$ cat src/rtl/sfm_arb_if.sv
// sfm_arb_if: request/grant bundle between the SFM port requesters and
// the SFM arbiter.
//   REQ      - level requests, [3]=TEST [2]=BOOT [1]=PROG [0]=WP
//   ERR_CLR  - single-cycle clear of the sticky timeout flags
//   GNT      - one-hot grant, same bit order as REQ
//   SFM_BUSY - arbiter is anywhere but idle
//   PRG_HOLD - post-program write-time hold-off in progress
//   TIMEOUT  - one-cycle pulse when a grant is reclaimed
//   ERR      - sticky per-requester timeout flags
// master = requester side, slave = arbiter side.
interface sfm_arb_if;
    logic [3:0] REQ;
    logic       ERR_CLR;
    logic [3:0] GNT;
    logic       SFM_BUSY;
    logic       PRG_HOLD;
    logic       TIMEOUT;
    logic [3:0] ERR;

    modport master (
        output REQ, ERR_CLR,
        input  GNT, SFM_BUSY, PRG_HOLD, TIMEOUT, ERR
    );

    modport slave (
        input  REQ, ERR_CLR,
        output GNT, SFM_BUSY, PRG_HOLD, TIMEOUT, ERR
    );
endinterface

$ cat src/rtl/sfm_arb.sv
// sfm_arb: arbiter/sequencer for the single serial flash port.
// Grants one of four requesters at a time (fixed priority TEST > BOOT >
// PROG > WP), enforces a chip-select deselect gap between grants, holds
// off all access after a program for the flash write time, and reclaims
// the port from an owner that holds it longer than TMO_CYC cycles.
// Ports:
//   CLKCMS - system clock, rising edge
//   RST    - synchronous active-high reset
//   sfm    - sfm_arb_if.slave (REQ/ERR_CLR in, GNT/status out)
module sfm_arb #(
    parameter int unsigned GAP_CYC  = 16,     // 1..65535
    parameter int unsigned PRG_WAIT = 4096,   // 0 = no hold-off
    parameter int unsigned TMO_CYC  = 65535   // 0 = no timeout
) (
    input  logic     CLKCMS,
    input  logic     RST,
    sfm_arb_if.slave sfm
);

    typedef enum logic [1:0] {IDLE, GRANT, GAP, HOLD} state_t;

    localparam logic [1:0]  PROG_IDX = 2'd1;
    localparam logic        TMO_EN   = (TMO_CYC != 0);
    localparam logic        HOLD_EN  = (PRG_WAIT != 0);
    // Terminal counts; each counter starts at 0 on entry to its state.
    localparam logic [15:0] GAP_LAST = 16'(GAP_CYC - 1);
    localparam logic [15:0] PRG_LAST = 16'(PRG_WAIT - 1);
    localparam logic [15:0] TMO_LAST = 16'(TMO_CYC - 1);

    state_t      state_q, state_d;
    logic [3:0]  gnt_q, gnt_d;
    logic [1:0]  owner_q, owner_d;
    logic        tmo_q, tmo_d;
    logic [3:0]  err_q, err_d;
    logic [3:0]  mask_q, mask_d;
    logic [15:0] gnt_cnt_q, gnt_cnt_d;
    logic [15:0] gap_cnt_q, gap_cnt_d;
    logic [15:0] hold_cnt_q, hold_cnt_d;

    logic [3:0]  elig;
    logic        pick_vld;
    logic [1:0]  pick_idx;
    logic        go_arb;
    logic [3:0]  err_set;

    function automatic logic [15:0] sat_inc(input logic [15:0] v);
        return (v == 16'hFFFF) ? v : v + 16'd1;
    endfunction

    // A requester that timed out stays masked until it drops REQ once.
    assign elig = sfm.REQ & ~mask_q;

    always_comb begin
        pick_vld = |elig;
        pick_idx = 2'd0;
        if      (elig[3]) pick_idx = 2'd3;
        else if (elig[2]) pick_idx = 2'd2;
        else if (elig[1]) pick_idx = 2'd1;
        else              pick_idx = 2'd0;
    end

    always_comb begin
        state_d    = state_q;
        gnt_d      = gnt_q;
        owner_d    = owner_q;
        tmo_d      = 1'b0;
        gnt_cnt_d  = gnt_cnt_q;
        gap_cnt_d  = gap_cnt_q;
        hold_cnt_d = hold_cnt_q;
        err_set    = 4'b0;
        go_arb     = 1'b0;

        case (state_q)
            IDLE: go_arb = 1'b1;

            GRANT: begin
                gnt_cnt_d = sat_inc(gnt_cnt_q);
                if (!sfm.REQ[owner_q]) begin
                    state_d   = GAP;
                    gnt_d     = 4'b0;
                    gap_cnt_d = 16'd0;
                end else if (TMO_EN && gnt_cnt_q == TMO_LAST) begin
                    state_d          = GAP;
                    gnt_d            = 4'b0;
                    gap_cnt_d        = 16'd0;
                    tmo_d            = 1'b1;
                    err_set[owner_q] = 1'b1;
                end
            end

            // owner_q still names the released owner here, so a PROG
            // release (normal or timed out) leads into the hold-off.
            GAP: begin
                gap_cnt_d = sat_inc(gap_cnt_q);
                if (gap_cnt_q == GAP_LAST) begin
                    if (HOLD_EN && owner_q == PROG_IDX) begin
                        state_d    = HOLD;
                        hold_cnt_d = 16'd0;
                    end else begin
                        go_arb = 1'b1;
                    end
                end
            end

            HOLD: begin
                hold_cnt_d = sat_inc(hold_cnt_q);
                if (hold_cnt_q == PRG_LAST) go_arb = 1'b1;
            end

            default: state_d = IDLE;
        endcase

        // Arbitration shared by IDLE and the final GAP/HOLD cycle.
        if (go_arb) begin
            if (pick_vld) begin
                state_d   = GRANT;
                gnt_d     = 4'b0001 << pick_idx;
                owner_d   = pick_idx;
                gnt_cnt_d = 16'd0;
            end else begin
                state_d = IDLE;
                gnt_d   = 4'b0;
            end
        end

        // A timeout only fires with REQ high, so set and clear never meet.
        mask_d = (mask_q | err_set) & sfm.REQ;
        // Set beats a same-cycle clear.
        err_d  = (err_q & ~{4{sfm.ERR_CLR}}) | err_set;
    end

    always_ff @(posedge CLKCMS) begin
        if (RST) begin
            state_q    <= IDLE;
            gnt_q      <= 4'b0;
            owner_q    <= 2'd0;
            tmo_q      <= 1'b0;
            err_q      <= 4'b0;
            mask_q     <= 4'b0;
            gnt_cnt_q  <= 16'd0;
            gap_cnt_q  <= 16'd0;
            hold_cnt_q <= 16'd0;
        end else begin
            state_q    <= state_d;
            gnt_q      <= gnt_d;
            owner_q    <= owner_d;
            tmo_q      <= tmo_d;
            err_q      <= err_d;
            mask_q     <= mask_d;
            gnt_cnt_q  <= gnt_cnt_d;
            gap_cnt_q  <= gap_cnt_d;
            hold_cnt_q <= hold_cnt_d;
        end
    end

    assign sfm.GNT      = gnt_q;
    assign sfm.SFM_BUSY = (state_q != IDLE);
    assign sfm.PRG_HOLD = (state_q == HOLD);
    assign sfm.TIMEOUT  = tmo_q;
    assign sfm.ERR      = err_q;

endmodule

$ cat src/flat_wrapper.sv
// flat-port wrapper written by rule: the top's interface ports become plain ports
module sfm_arb_flat 
#(
    parameter int unsigned GAP_CYC  = 16,                
    parameter int unsigned PRG_WAIT = 4096,                     
    parameter int unsigned TMO_CYC  = 65535                    
)
  (CLKCMS, RST, sfm_REQ, sfm_ERR_CLR, sfm_GNT, sfm_SFM_BUSY, sfm_PRG_HOLD, sfm_TIMEOUT, sfm_ERR);
  sfm_arb_if sfm_i ();
  input  logic CLKCMS;
  input  logic RST;
  input wire logic [$bits(sfm_i.REQ)-1:0] sfm_REQ;
  input wire logic [$bits(sfm_i.ERR_CLR)-1:0] sfm_ERR_CLR;
  output wire logic [$bits(sfm_i.GNT)-1:0] sfm_GNT;
  output wire logic [$bits(sfm_i.SFM_BUSY)-1:0] sfm_SFM_BUSY;
  output wire logic [$bits(sfm_i.PRG_HOLD)-1:0] sfm_PRG_HOLD;
  output wire logic [$bits(sfm_i.TIMEOUT)-1:0] sfm_TIMEOUT;
  output wire logic [$bits(sfm_i.ERR)-1:0] sfm_ERR;
  assign sfm_i.REQ = sfm_REQ;
  assign sfm_i.ERR_CLR = sfm_ERR_CLR;
  assign sfm_GNT = sfm_i.GNT;
  assign sfm_SFM_BUSY = sfm_i.SFM_BUSY;
  assign sfm_PRG_HOLD = sfm_i.PRG_HOLD;
  assign sfm_TIMEOUT = sfm_i.TIMEOUT;
  assign sfm_ERR = sfm_i.ERR;
  sfm_arb #(.GAP_CYC(GAP_CYC), .PRG_WAIT(PRG_WAIT), .TMO_CYC(TMO_CYC)) u_core (.CLKCMS(CLKCMS), .RST(RST), .sfm(sfm_i));
endmodule
$ cat config.mk
export PLATFORM = sky130hd
export DESIGN_NAME = sfm_arb_flat
export DESIGN_NICKNAME = d
export VERILOG_FILES = /design/src/rtl/sfm_arb_if.sv /design/src/rtl/sfm_arb.sv /design/src/flat_wrapper.sv
export SDC_FILE = /design/constraint.sdc
export NUM_CORES = 1
export LEC_CHECK = 0
export ABC_AREA = 1
export BUFFER_PORTS_ARGS = -buffer_cell sky130_fd_sc_hd__buf_4
export CAP_MARGIN = 20
export CORE_ASPECT_RATIO = 1.1
export CORE_MARGIN = 2
export CORE_UTILIZATION = 45
export CTS_CLUSTER_DIAMETER = 120
export DETAILED_ROUTE_END_ITERATION = 6
export PLACE_DENSITY_LB_ADDON = 0.1
export SETUP_SLACK_MARGIN = 0.3
export SLEW_MARGIN = 20
export SYNTH_ARGS = -nofsm -noshare
export SYNTH_HDL_FRONTEND = slang
export SYNTH_SLANG_ARGS = --single-unit
export TNS_END_PERCENT = 100
$ cat constraint.sdc
create_clock -name CLKCMS -period 1.9 [get_ports CLKCMS]
set_clock_uncertainty 0.1 [all_clocks]
set_input_delay 0.19 -clock CLKCMS [delete_from_list [all_inputs] [get_ports CLKCMS]]
set_output_delay 0.19 -clock CLKCMS [all_outputs]
set_load 0.005 [all_outputs]
### Word-level counts from Yosys, hierarchy flattened

Cells that the tools add are included.

| storage, ports and cells | value |
|---|---|
| logic and storage cells | 96 |
| bits in registers | 65 |

| cells by class | value |
|---|---|
| shift-type cells | 1 |
| reductions and logical operators | 14 |
| bitwise gates (word level) | 9 |
| add/subtract/negate cells | 3 |
| mux-type cells | 39 |
| magnitude comparators | 2 |
| eq/ne operators | 19 |

Operator list:

| cell | count |
|---|---|
| $mux W16 | 10 |
| $eq A16 B16 Y1 const B | 4 |
| $pmux W16 S2 | 2 |
| $add A16 B1 Y16 const B | 3 |
| $mux W4 | 8 |
| $eq A16 B12 Y1 const B | 1 |
| $eq A16 B4 Y1 const B | 1 |
| $mux W2 | 7 |
| $and A4 B4 Y4 | 3 |
| $mux W1 | 8 |
| $not A4 Y4 | 2 |
| $or A4 B4 Y4 | 2 |
| $reduce_and A4 Y1 | 2 |
| $reduce_bool A2 Y1 | 4 |
| $ne A3 B1 Y1 const B | 2 |
| $eq A2 B1 Y1 const B | 2 |
| $eq A2 B2 Y1 const B | 2 |
| $ne A2 B1 Y1 const B | 2 |
| $ne A2 B2 Y1 const B | 2 |
| $ne A4 B3 Y1 const B | 1 |
| $pmux W2 S2 | 1 |
| $reduce_and A2 Y1 | 2 |
| $reduce_or A4 Y1 | 1 |
| $shl A1 B2 Y4 const A | 1 |
| 13 further kinds | 14 |

### Logic depth before layout (Yosys ltp)

Gate-level depths: netlist of run 1.

| depth | value |
|---|---|
| depth after elaboration | 9 |
| depth in mapped cells | 13 |

### Least setup slack after synthesis of run 1

OpenSTA, ideal clock, no wires.

| path | value |
|---|---|
| path kind | register to register |
| from | register u_core.hold_cnt_q[0] |
| to | register u_core.gnt_cnt_q[11] |
| clock period less this slack | 1.809 ns |
| stages on the path, launching flop included | 14 |
| path slack | 0.091 ns |
| arrival time | 1.595 ns |
| path through | dfxtp_1 ha_1 nand2_1 inv_2 nand2_2 nor2_2 nand3_1 nand3_1 nand2_2 inv_2 nand2_4 nand2_4 buf_6 nor2_1 |

| on the way | value |
|---|---|
| cells in the longest elaborated chain, start to end | 4 |

Ends and longest elaborated chain:

| what | line | source |
|---|---|---|
| from (decl) | sfm_arb.sv:38 | `logic [15:0] hold_cnt_q, hold_cnt_d;` |
| from (signal assigned) | sfm_arb.sv:152 | `hold_cnt_q <= hold_cnt_d;` |
| $eq A16 B12 Y1 | sfm_arb.sv:107 | `if (hold_cnt_q == PRG_LAST) go_arb = 1'b1;` |
| $mux W1 | sfm_arb.sv:107 |  |
| $pmux W1 S3 | sfm_arb.sv:73 | `case (state_q)` |
| $mux W16 | sfm_arb.sv:114 | `if (go_arb) begin` |
| to (signal assigned) | sfm_arb.sv:150 | `gnt_cnt_q <= gnt_cnt_d;` |
| to (decl) | sfm_arb.sv:36 | `logic [15:0] gnt_cnt_q, gnt_cnt_d;` |

Every way passes these cells.
A chain may end at the register's enable or synchronous reset.

### Worst setup path after layout of run 1

| path | value |
|---|---|
| from | register u_core.gap_cnt_q[0] |
| to | register u_core.hold_cnt_q[0] |

| on the way | value |
|---|---|
| cells in the longest elaborated chain, start to end | 3 |

Ends and longest elaborated chain:

| what | line | source |
|---|---|---|
| from (decl) | sfm_arb.sv:37 | `logic [15:0] gap_cnt_q, gap_cnt_d;` |
| from (signal assigned) | sfm_arb.sv:151 | `gap_cnt_q <= gap_cnt_d;` |
| $eq A16 B4 Y1 | sfm_arb.sv:95 | `if (gap_cnt_q == GAP_LAST) begin` |
| $ne A2 B1 Y1 (no line) | n/a |  |
| $reduce_and A4 Y1 (no line) | n/a |  |

Every way passes these cells.

==> summary.md, run 1 <==
| Metric | Value |
|---|---|
| IO Port Bufs | `17` |
| Mapped Cells | `584` |
| WP buf/inv | `2` |
| Worst slew pin tran | `614.6 ps` |
| Pleak | `2.097 nW` |
| Max clock buf depth | `2` |
| Final Util | `64.32%` |
| Max Fclk | `583.2 MHz` |
| Global-route wire length before repair | `17.83 mm` |
| Syn Std Cell Area | `0.003849 mm^2` |
| Post-Synth Adder-Cell Area | `2.601%` |
| Pre-antenna DRT Iters | `5` |
| Dominant synthesized flop cell | `dfxtp_1` |
| CTS root buf | `clkbuf_8` |
| Maximum number of pins on one net before global-route repair | `39` |
| Vias in the first global route | `3873` |
| Starting Density | `46.01%` |
| Tmin final | `1715 ps` |
| Register area share after synthesis | `33.81%` |
| Post-Synth Simple-Gate Area | `39.47%` |
| Share of cells above drive strength 1 | `37.80%` |
| Worst flop-to-flop path endpoint | `u_core.hold_cnt_q[0]` |
| Top cell by count, worst path | `nand2_4` |
| Dominant cell type by area after synthesis | `dfxtp_1` |
| Drt total wl | `11.09 mm` |
| Slew headroom | `58.98%` |
| Num rows | `35` |
| Unrepaired setup endpoints after global routing | `yes` |
| Die Span X | `92.18 um` |
| Via/cell ratio | `5.282` |
| Sw Pwr | `2.236 mW` |
| #FFs+latches synth | `65` |
| Syn. warnings | `0` |
| Detailed Place HPWL | `6.645 mm` |
| Crit path to | `u_core.hold_cnt_q[0]` |
| Pint | `3.098 mW` |
| CP delay by family, top | `simple AND/OR/NAND/NOR gates` |
| Die area | `0.009309 mm^2` |
| Levels on crit path | `11` |
| Yosys top cell area share | `33.81%` |
| R2R Setup Slk | `190 ps` |
| Worst EP required | `2100 ps` |
| CP Max Fanout | `6` |
| Slew Viols, Final | `0` |
| Post-synthesis mux area share | `0%` |
| Clock Sinks | `65` |
| 1st-iter DRT viols | `226` |
| Setup WS post-layout | `185.2 ps` |
| Hold WC Path Type | `in2reg` |
| N_diodes | `0` |
| Synth Area in Compound Gates | `9.818%` |
| Number of enable flip-flop cells after synthesis | `0` |
| Core area | `0.008364 mm^2` |
| Max H-tree Level | `3` |
| Top post-synthesis cells by area | `dfxtp_1 34%, nand2_1 12%, nor2_1 8.4%` |
| Syn_nets | `599` |
| DRC violations left | `0` |
| Final Power | `5.334 mW` |
| Mean area per synthesized cell | `6.590 um^2` |
| Seq pwr share | `30.1%` |
| Worst slack, placed | `78.09 ps` |
| Vias | `4136` |
| Xor/xnor cell area share of the yosys netlist | `5.007%` |
| Final worst path period share | `90.25%` |
| Max_cap viols | `0` |
| Worst path cell trace | `ha_4, nand2_4, inv_4, nand2_4, nor2_4, nand2_2, nand2_4, nand3_4, buf_6, or2_0, a21oi_1` |
| Chip Height | `101.0 um` |
| Final setup viols | `0` |
| Clk pwr share | `22.9%` |
| Worst path max stage delay | `360 ps` |
| R2R cell count | `11` |
| CP endpoint kind | `register` |
| Largest family of logic cells by synthesized area | `simple AND/OR/NAND/NOR gates` |
| IO Pins | `18` |
| Slowest cell on crit path | `dfxtp_2` |
| P&R area growth vs syn | `39.79%` |
| Crit path launch type | `register` |
| Routed wire per std cell | `14.16 um` |
| CTS clock-pin slew for the worst setup and hold paths | `90 ps` |
| Ys async rst share | `0%` |
| Gp weighted congestion | `0.9348` |
| Logic pwr share | `47.0%` |
| Status | `finished clean` |
| FF-to-FF Start | `u_core.gap_cnt_q[0]` |
| Antenna violations before repair | `0` |
| CP Class | `reg2reg` |
| Worst VDD drop | `0.0007383 V` |
| Unique cell type count in the Yosys netlist | `35` |
| Worst skew pair latency | `370 ps` |
| Final setup TNS | `0 ps` |
| CTS Buf Count | `9` |
| Post-DRT Antenna Nets | `0` |
| Crit path launch | `u_core.gap_cnt_q[0]` |
| Dpl cells | `721` |
| Final Instance Count excl. Fillers | `783` |
| Fin nets | `682` |
| Tot GR Track Use | `24.13%` |
| Pwr per Cell Area | `991.4 mW/mm^2` |
| Switching share of total power | `41.91%` |
| Grt ovf | `0` |
| TritonCTS clock tree | `yes` |
| Final hold vios | `0` |
| Worst EP arrival | `1920 ps` |
what timing repair did:
item	in CTS	in global routing
buffers inserted	25	12
endpoints found under the setup margin	63	62
pin swaps	29	16
gates resized for setup	103	66
hold buffers	3	0
hold endpoints to repair	3	0
cloned	5	1
final cells by class:
| cell class | instances | area [um^2] |
|---|---|---|
| sequential | 65 | 1360 |
| tap | 111 | 138.9 |
| multi-input combinational | 439 | 2719 |
| inverter | 69 | 286.5 |
| timing repair inverter | 2 | 18.77 |
| timing repair buffer | 81 | 660.6 |
| clock inverter | 5 | 55.05 |
| fill | 710 | 2984 |
| clock buffer | 11 | 141.4 |
through the flow:
step                      area (um^2)  hold slack (ps)
after detailed placement         4238            349.2
final                            5380            10.28
after global routing             5380            41.31
after CTS                        5044            4.799
after global placement           4238            343.5
after floorplan                  3906            225.9
sequential cells by signal (all words and copies together) (netlist names):
register,cells
u_core.gap_cnt_q,16
u_core.sfm.GNT,4
u_core.hold_cnt_q,16
u_core.gnt_cnt_q,16
u_core.mask_q,4
u_core.sfm.TIMEOUT,1
u_core.state_q,2
u_core.sfm.ERR,4
u_core.owner_q,2
kinds of logic after synthesis:
family,count (synthesis)
buf+inv,83
fa+ha+maj,8
simple gates,336
xor+xnor,22
flops,65
compound gates,70
layout by cell type, fill, tap and decap left out, types with 2 or more instances in the layout:
cell,n
o21a_1,5
nand4_1,17
buf_6,10
clkinv_2,2
inv_4,6
o21bai_1,2
nor3_1,16
nand2_1,101
o21ai_1,3
dfxtp_2,26
inv_1,47
nor2_2,8
or2_0,2
nor2_1,78
nor2_4,5
nand3_1,44
nand3_2,16
clkinvlp_4,3
nand2_2,25
dlygate4sd3_1,3
a21oi_2,11
nand2_4,8
dfxtp_1,32
nand3_4,7
nand2_8,3
xor2_1,18
ha_4,7
o21ai_2,4
inv_8,2
inv_2,14
a211oi_2,4
o21ai_0,10
a21oi_1,31
dfxtp_4,7
xnor2_1,4
clkbuf_8,10
buf_4,67
nor3_2,2
nand3b_1,2
cells in the mapped netlist, types with 2 or more instances:
master,count
nor2_1,86
nand2_1,126
a211oi_1,4
buf_6,4
nand3_2,2
ha_1,8
inv_1,55
clkbuf_1,7
nand2_4,2
xnor2_1,4
o21ai_1,6
o21ai_0,11
inv_2,14
nand2_2,8
or2_0,2
nand3_1,62
a21oi_1,42
o21a_1,5
nand3b_1,2
nand4_1,17
o21bai_1,2
nor3_1,18
xor2_1,18
nor2_2,4
dfxtp_1,65
how the worst min path moves through the flow:
stage,startpoint,end,slack (ps),cells past startpoint
final,sfm_ERR_CLR,u_core.sfm.ERR[3],10,4
after global routing,sfm_ERR_CLR,u_core.sfm.ERR[3],40,4
after CTS,sfm_ERR_CLR,u_core.sfm.ERR[3],5,4
after detailed placement,u_core.mask_q[3],u_core.mask_q[3],350,2
after global placement,u_core.mask_q[2],u_core.mask_q[2],340,2
after floorplan,sfm_REQ[0],u_core.mask_q[0],230,2
power groups by stage:
stage	clock network [mW]	registers, mW	logic [mW]
floorplan	0	1.58	1.13
global placement	0	1.59	1.41
detailed placement	0	1.59	1.41
CTS	1.24	1.60	2.10
global route	1.29	1.61	2.70
finish	1.22	1.60	2.51
routing by layer:
layer	GRT usage, %	vias to the layer above	share of wire [%]
met5	0	-	0
met4	11.25	0	2.5
met3	4.413	26	4.3
met2	42.87	116	51
met1	28.19	1923	42
li1	-	2071	-
worst min-delay path, stage by stage:
cell and delay (ps):
buf_4 70, inv_1 60, nand2_1 60, a21oi_1 50
(Power assumes the default switching activity.)
==> inputs of run 2 (changes only) <==
--- a/config.mk
+++ b/config.mk
@@ -5,7 +5,6 @@
 export SDC_FILE = /design/constraint.sdc
 export NUM_CORES = 1
 export LEC_CHECK = 0
-export ABC_AREA = 1
 export BUFFER_PORTS_ARGS = -buffer_cell sky130_fd_sc_hd__buf_4
 export CAP_MARGIN = 20
 export CORE_ASPECT_RATIO = 1.1
==> run 2 against run 1 <==
The flow now finishes with violations (setup timing). Power fell by 25%. Fmax down 16%. Setup slack got worse by 330 ps. First-iteration DRC count down 24%. Count of clock-buffer cells in the layout rose by 1. Synthesized cell count shrank 29%. Combinational power fell by 42%. Highest routed layer unchanged.
==> summary.md, run 2 <==
| Metric | Value |
|---|---|
| CP Class | `reg2reg` |
| Pre-antenna DRT Iters | `4` |
| Final setup TNS | `-3260 ps` |
| Worst slew pin tran | `447.3 ps` |
| Crit path launch type | `register` |
| Grt ovf | `0` |
| Commonest cells in the netlist | `65 x dfxtp_1, 42 x a21oi_1, 26 x o31ai_1, 26 x or4_1` |
| DRC violations left | `0` |
| TritonCTS clock tree | `yes` |
| Chip Height | `96.13 um` |
| Syn. warnings | `0` |
| Gp weighted congestion | `0.8269` |
| N_diodes | `0` |
| Global-route wire length before repair | `16.35 mm` |
| Hold WC Path Type | `in2reg` |
| 1st-iter DRT viols | `172` |
| Num rows | `33` |
| Mean area per synthesized cell | `8.407 um^2` |
| Unrepaired setup endpoints after global routing | `yes` |
| Syn_nets | `428` |
| Cell with the most instances after synthesis | `dfxtp_1` |
| Worst skew pair latency | `350 ps` |
| Dpl cells | `602` |
| Worst path cell trace | `inv_2, ha_4, nand4_1, nor4_4, o21ai_2, buf_12, or4_4, a21oi_2` |
| Setup WS post-layout | `-147.6 ps` |
| Unique cell type count in the Yosys netlist | `52` |
| CTS root buf | `clkbuf_8` |
| CTS clock-pin slew for the worst setup and hold paths | `70 ps` |
| Detailed Place HPWL | `6.174 mm` |
| Top post-synthesis cells by area | `dfxtp_1 37%, a21oi_1 6.1%, o31ai_1 5.6%` |
| CP endpoint kind | `register` |
| Final Power | `3.981 mW` |
| Tot GR Track Use | `24.46%` |
| Number of enable flip-flop cells after synthesis | `0` |
| Final setup viols | `50` |
| Die area | `0.008435 mm^2` |
| Mapped Cells | `413` |
| Worst slack, placed | `-140.4 ps` |
| Slew Viols, Final | `0` |
| #FFs+latches synth | `65` |
| CTS Buf Count | `9` |
| Worst path max stage delay | `520 ps` |
| Ys async rst share | `0%` |
| Share of cells above drive strength 1 | `49.35%` |
| Via/cell ratio | `5.853` |
| Worst VDD drop | `0.0005854 V` |
| Slew headroom | `69.92%` |
| Max clock buf depth | `2` |
| Vias | `3781` |
| Max Fclk | `488.4 MHz` |
| Die Span X | `87.75 um` |
| Final hold vios | `0` |
| Failing checks | `setup timing` |
| Drt total wl | `10.43 mm` |
| Dominant synthesized flop cell | `dfxtp_1` |
| Maximum number of pins on one net before global-route repair | `36` |
| Max_cap viols | `0` |
| Starting Density | `46.46%` |
| Yosys top cell area share | `37.48%` |
| Tmin final | `2048 ps` |
| Worst EP required | `2090 ps` |
| Placed cell areas | `0.004614 mm^2` |
| Clock Sinks | `65` |
| Vias in the first global route | `3588` |
| Pleak | `2.028 nW` |
| Max H-tree Level | `3` |
| IO Port Bufs | `17` |
| Status | `finished with violations` |
| Worst hold margin | `36.84 ps` |
| Biggest regs | `u_core.gap_cnt_q: 16 flops, u_core.gnt_cnt_q: 16 flops, u_core.hold_cnt_q: 16 flops` |
| Syn Std Cell Area | `0.003472 mm^2` |
| Antenna violations before repair | `0` |
| CP Max Fanout | `35` |
| Final worst path period share | `107.8%` |
| Register area share after synthesis | `37.48%` |
| Final Util | `74.62%` |
| Core area | `0.007473 mm^2` |
| Final Instance Count excl. Fillers | `646` |
| Final instance area | `0.005577 mm^2` |
| Slowest cell on crit path | `or4_4` |
| Post-DRT Antenna Nets | `0` |
| Dominant cell type by area after synthesis | `dfxtp_1` |
| Commonest non-fill, non-tap cell in the layout | `buf_4` |
| Worst EP arrival | `2240 ps` |
| Fin nets | `551` |
| Commonest non-fill, non-tap cells in the layout | `98 x buf_4, 46 x dfxtp_1, 22 x nand2_1, 22 x a21oi_1, 21 x nand3_1` |
| P&R area growth vs syn | `60.61%` |
| Routed wire per std cell | `16.14 um` |
| Pwr per Cell Area | `713.9 mW/mm^2` |
| IO Pins | `18` |
## run 2: cell count changes in the layout (fill, tap and decap cells not counted), moves of 14 or more
| cell | change |
|---|---|
| nand2_2 | -23 |
| nand2_1 | -79 |
| or4_1 | +17 |
| inv_1 | -36 |
| dfxtp_1 | +14 |
| o31ai_1 | +18 |
| nand3_1 | -23 |
| nor2_1 | -68 |
| buf_4 | +31 |
## run 2: worst paths after layout
path / endpoint / slack (ps) / cells past startpoint / start
max: u_core.gap_cnt_q[5] / -150 / 8 / u_core.gnt_cnt_q[0]
min: u_core.sfm.ERR[3] / 40 / 3 / sfm_ERR_CLR
max reg2reg: u_core.gap_cnt_q[5] / -150 / 8 / u_core.gnt_cnt_q[0]
min reg2reg: u_core.mask_q[3] / 360 / 2 / u_core.mask_q[3]
## run 2: timing repair
action,4_1_cts,5_1_grt
endpoints found under the hold margin,4,0
buffers inserted,14,5
setup endpoints to repair,65,65
cloned,5,0
resized for setup,73,49
hold buffers,4,0
pin swaps,34,25
## run 2: layout make-up
cell class	count	area, um^2
Clock buffer	12	145.1
Multi-Input combinational cell	317	2746
Clock inverter	4	20.02
Inverter	14	55.05
Fill cell	501	1897
Timing Repair Buffer	129	1141
Sequential cell	65	1338
Tap cell	105	131.4
## run 2: cells by family (layout without fill, tap and decap cells)
group                    count (synthesis)  in the layout  synth area share (%)
AO/OA/AOI/OAI                          105            110                 19.64
AND/OR/NAND/NOR                        183            183                 31.50
XOR/XNOR                                14             14                 3.532
flip-flops                              65             65                 37.48
adder cells (fa/ha/maj)                  8              8                 2.883
multiplexers                             2              2                0.6126
buffers and inverters                   36            159                 4.360
## run 2: critical path, delay by kind of cell, from the launching register on
kind / cells / cell delay [ps]
AND/OR/NAND/NOR: 3 / 980
flip-flops: 1 / 320
AO/OA/AOI/OAI: 2 / 250
buffers and inverters: 2 / 230
adder cells (fa/ha/maj): 1 / 110
## run 2: power breakdown
group          leakage (nW)  internal (mW)  switching, mW
clock network        0.0899          0.501          0.534
registers             0.535           1.42         0.0689
logic                  1.40          0.672          0.780
## run 2: routing by layer
layer / global-route usage, % / share of wire, % / vias to the layer above
met3: 3.087 / 3.7 / 15
met4: 9.872 / 1.3 / 0
met2: 44.70 / 52 / 83
met1: 28.68 / 43 / 1835
met5: 0 / 0 / -
li1: - / - / 1848
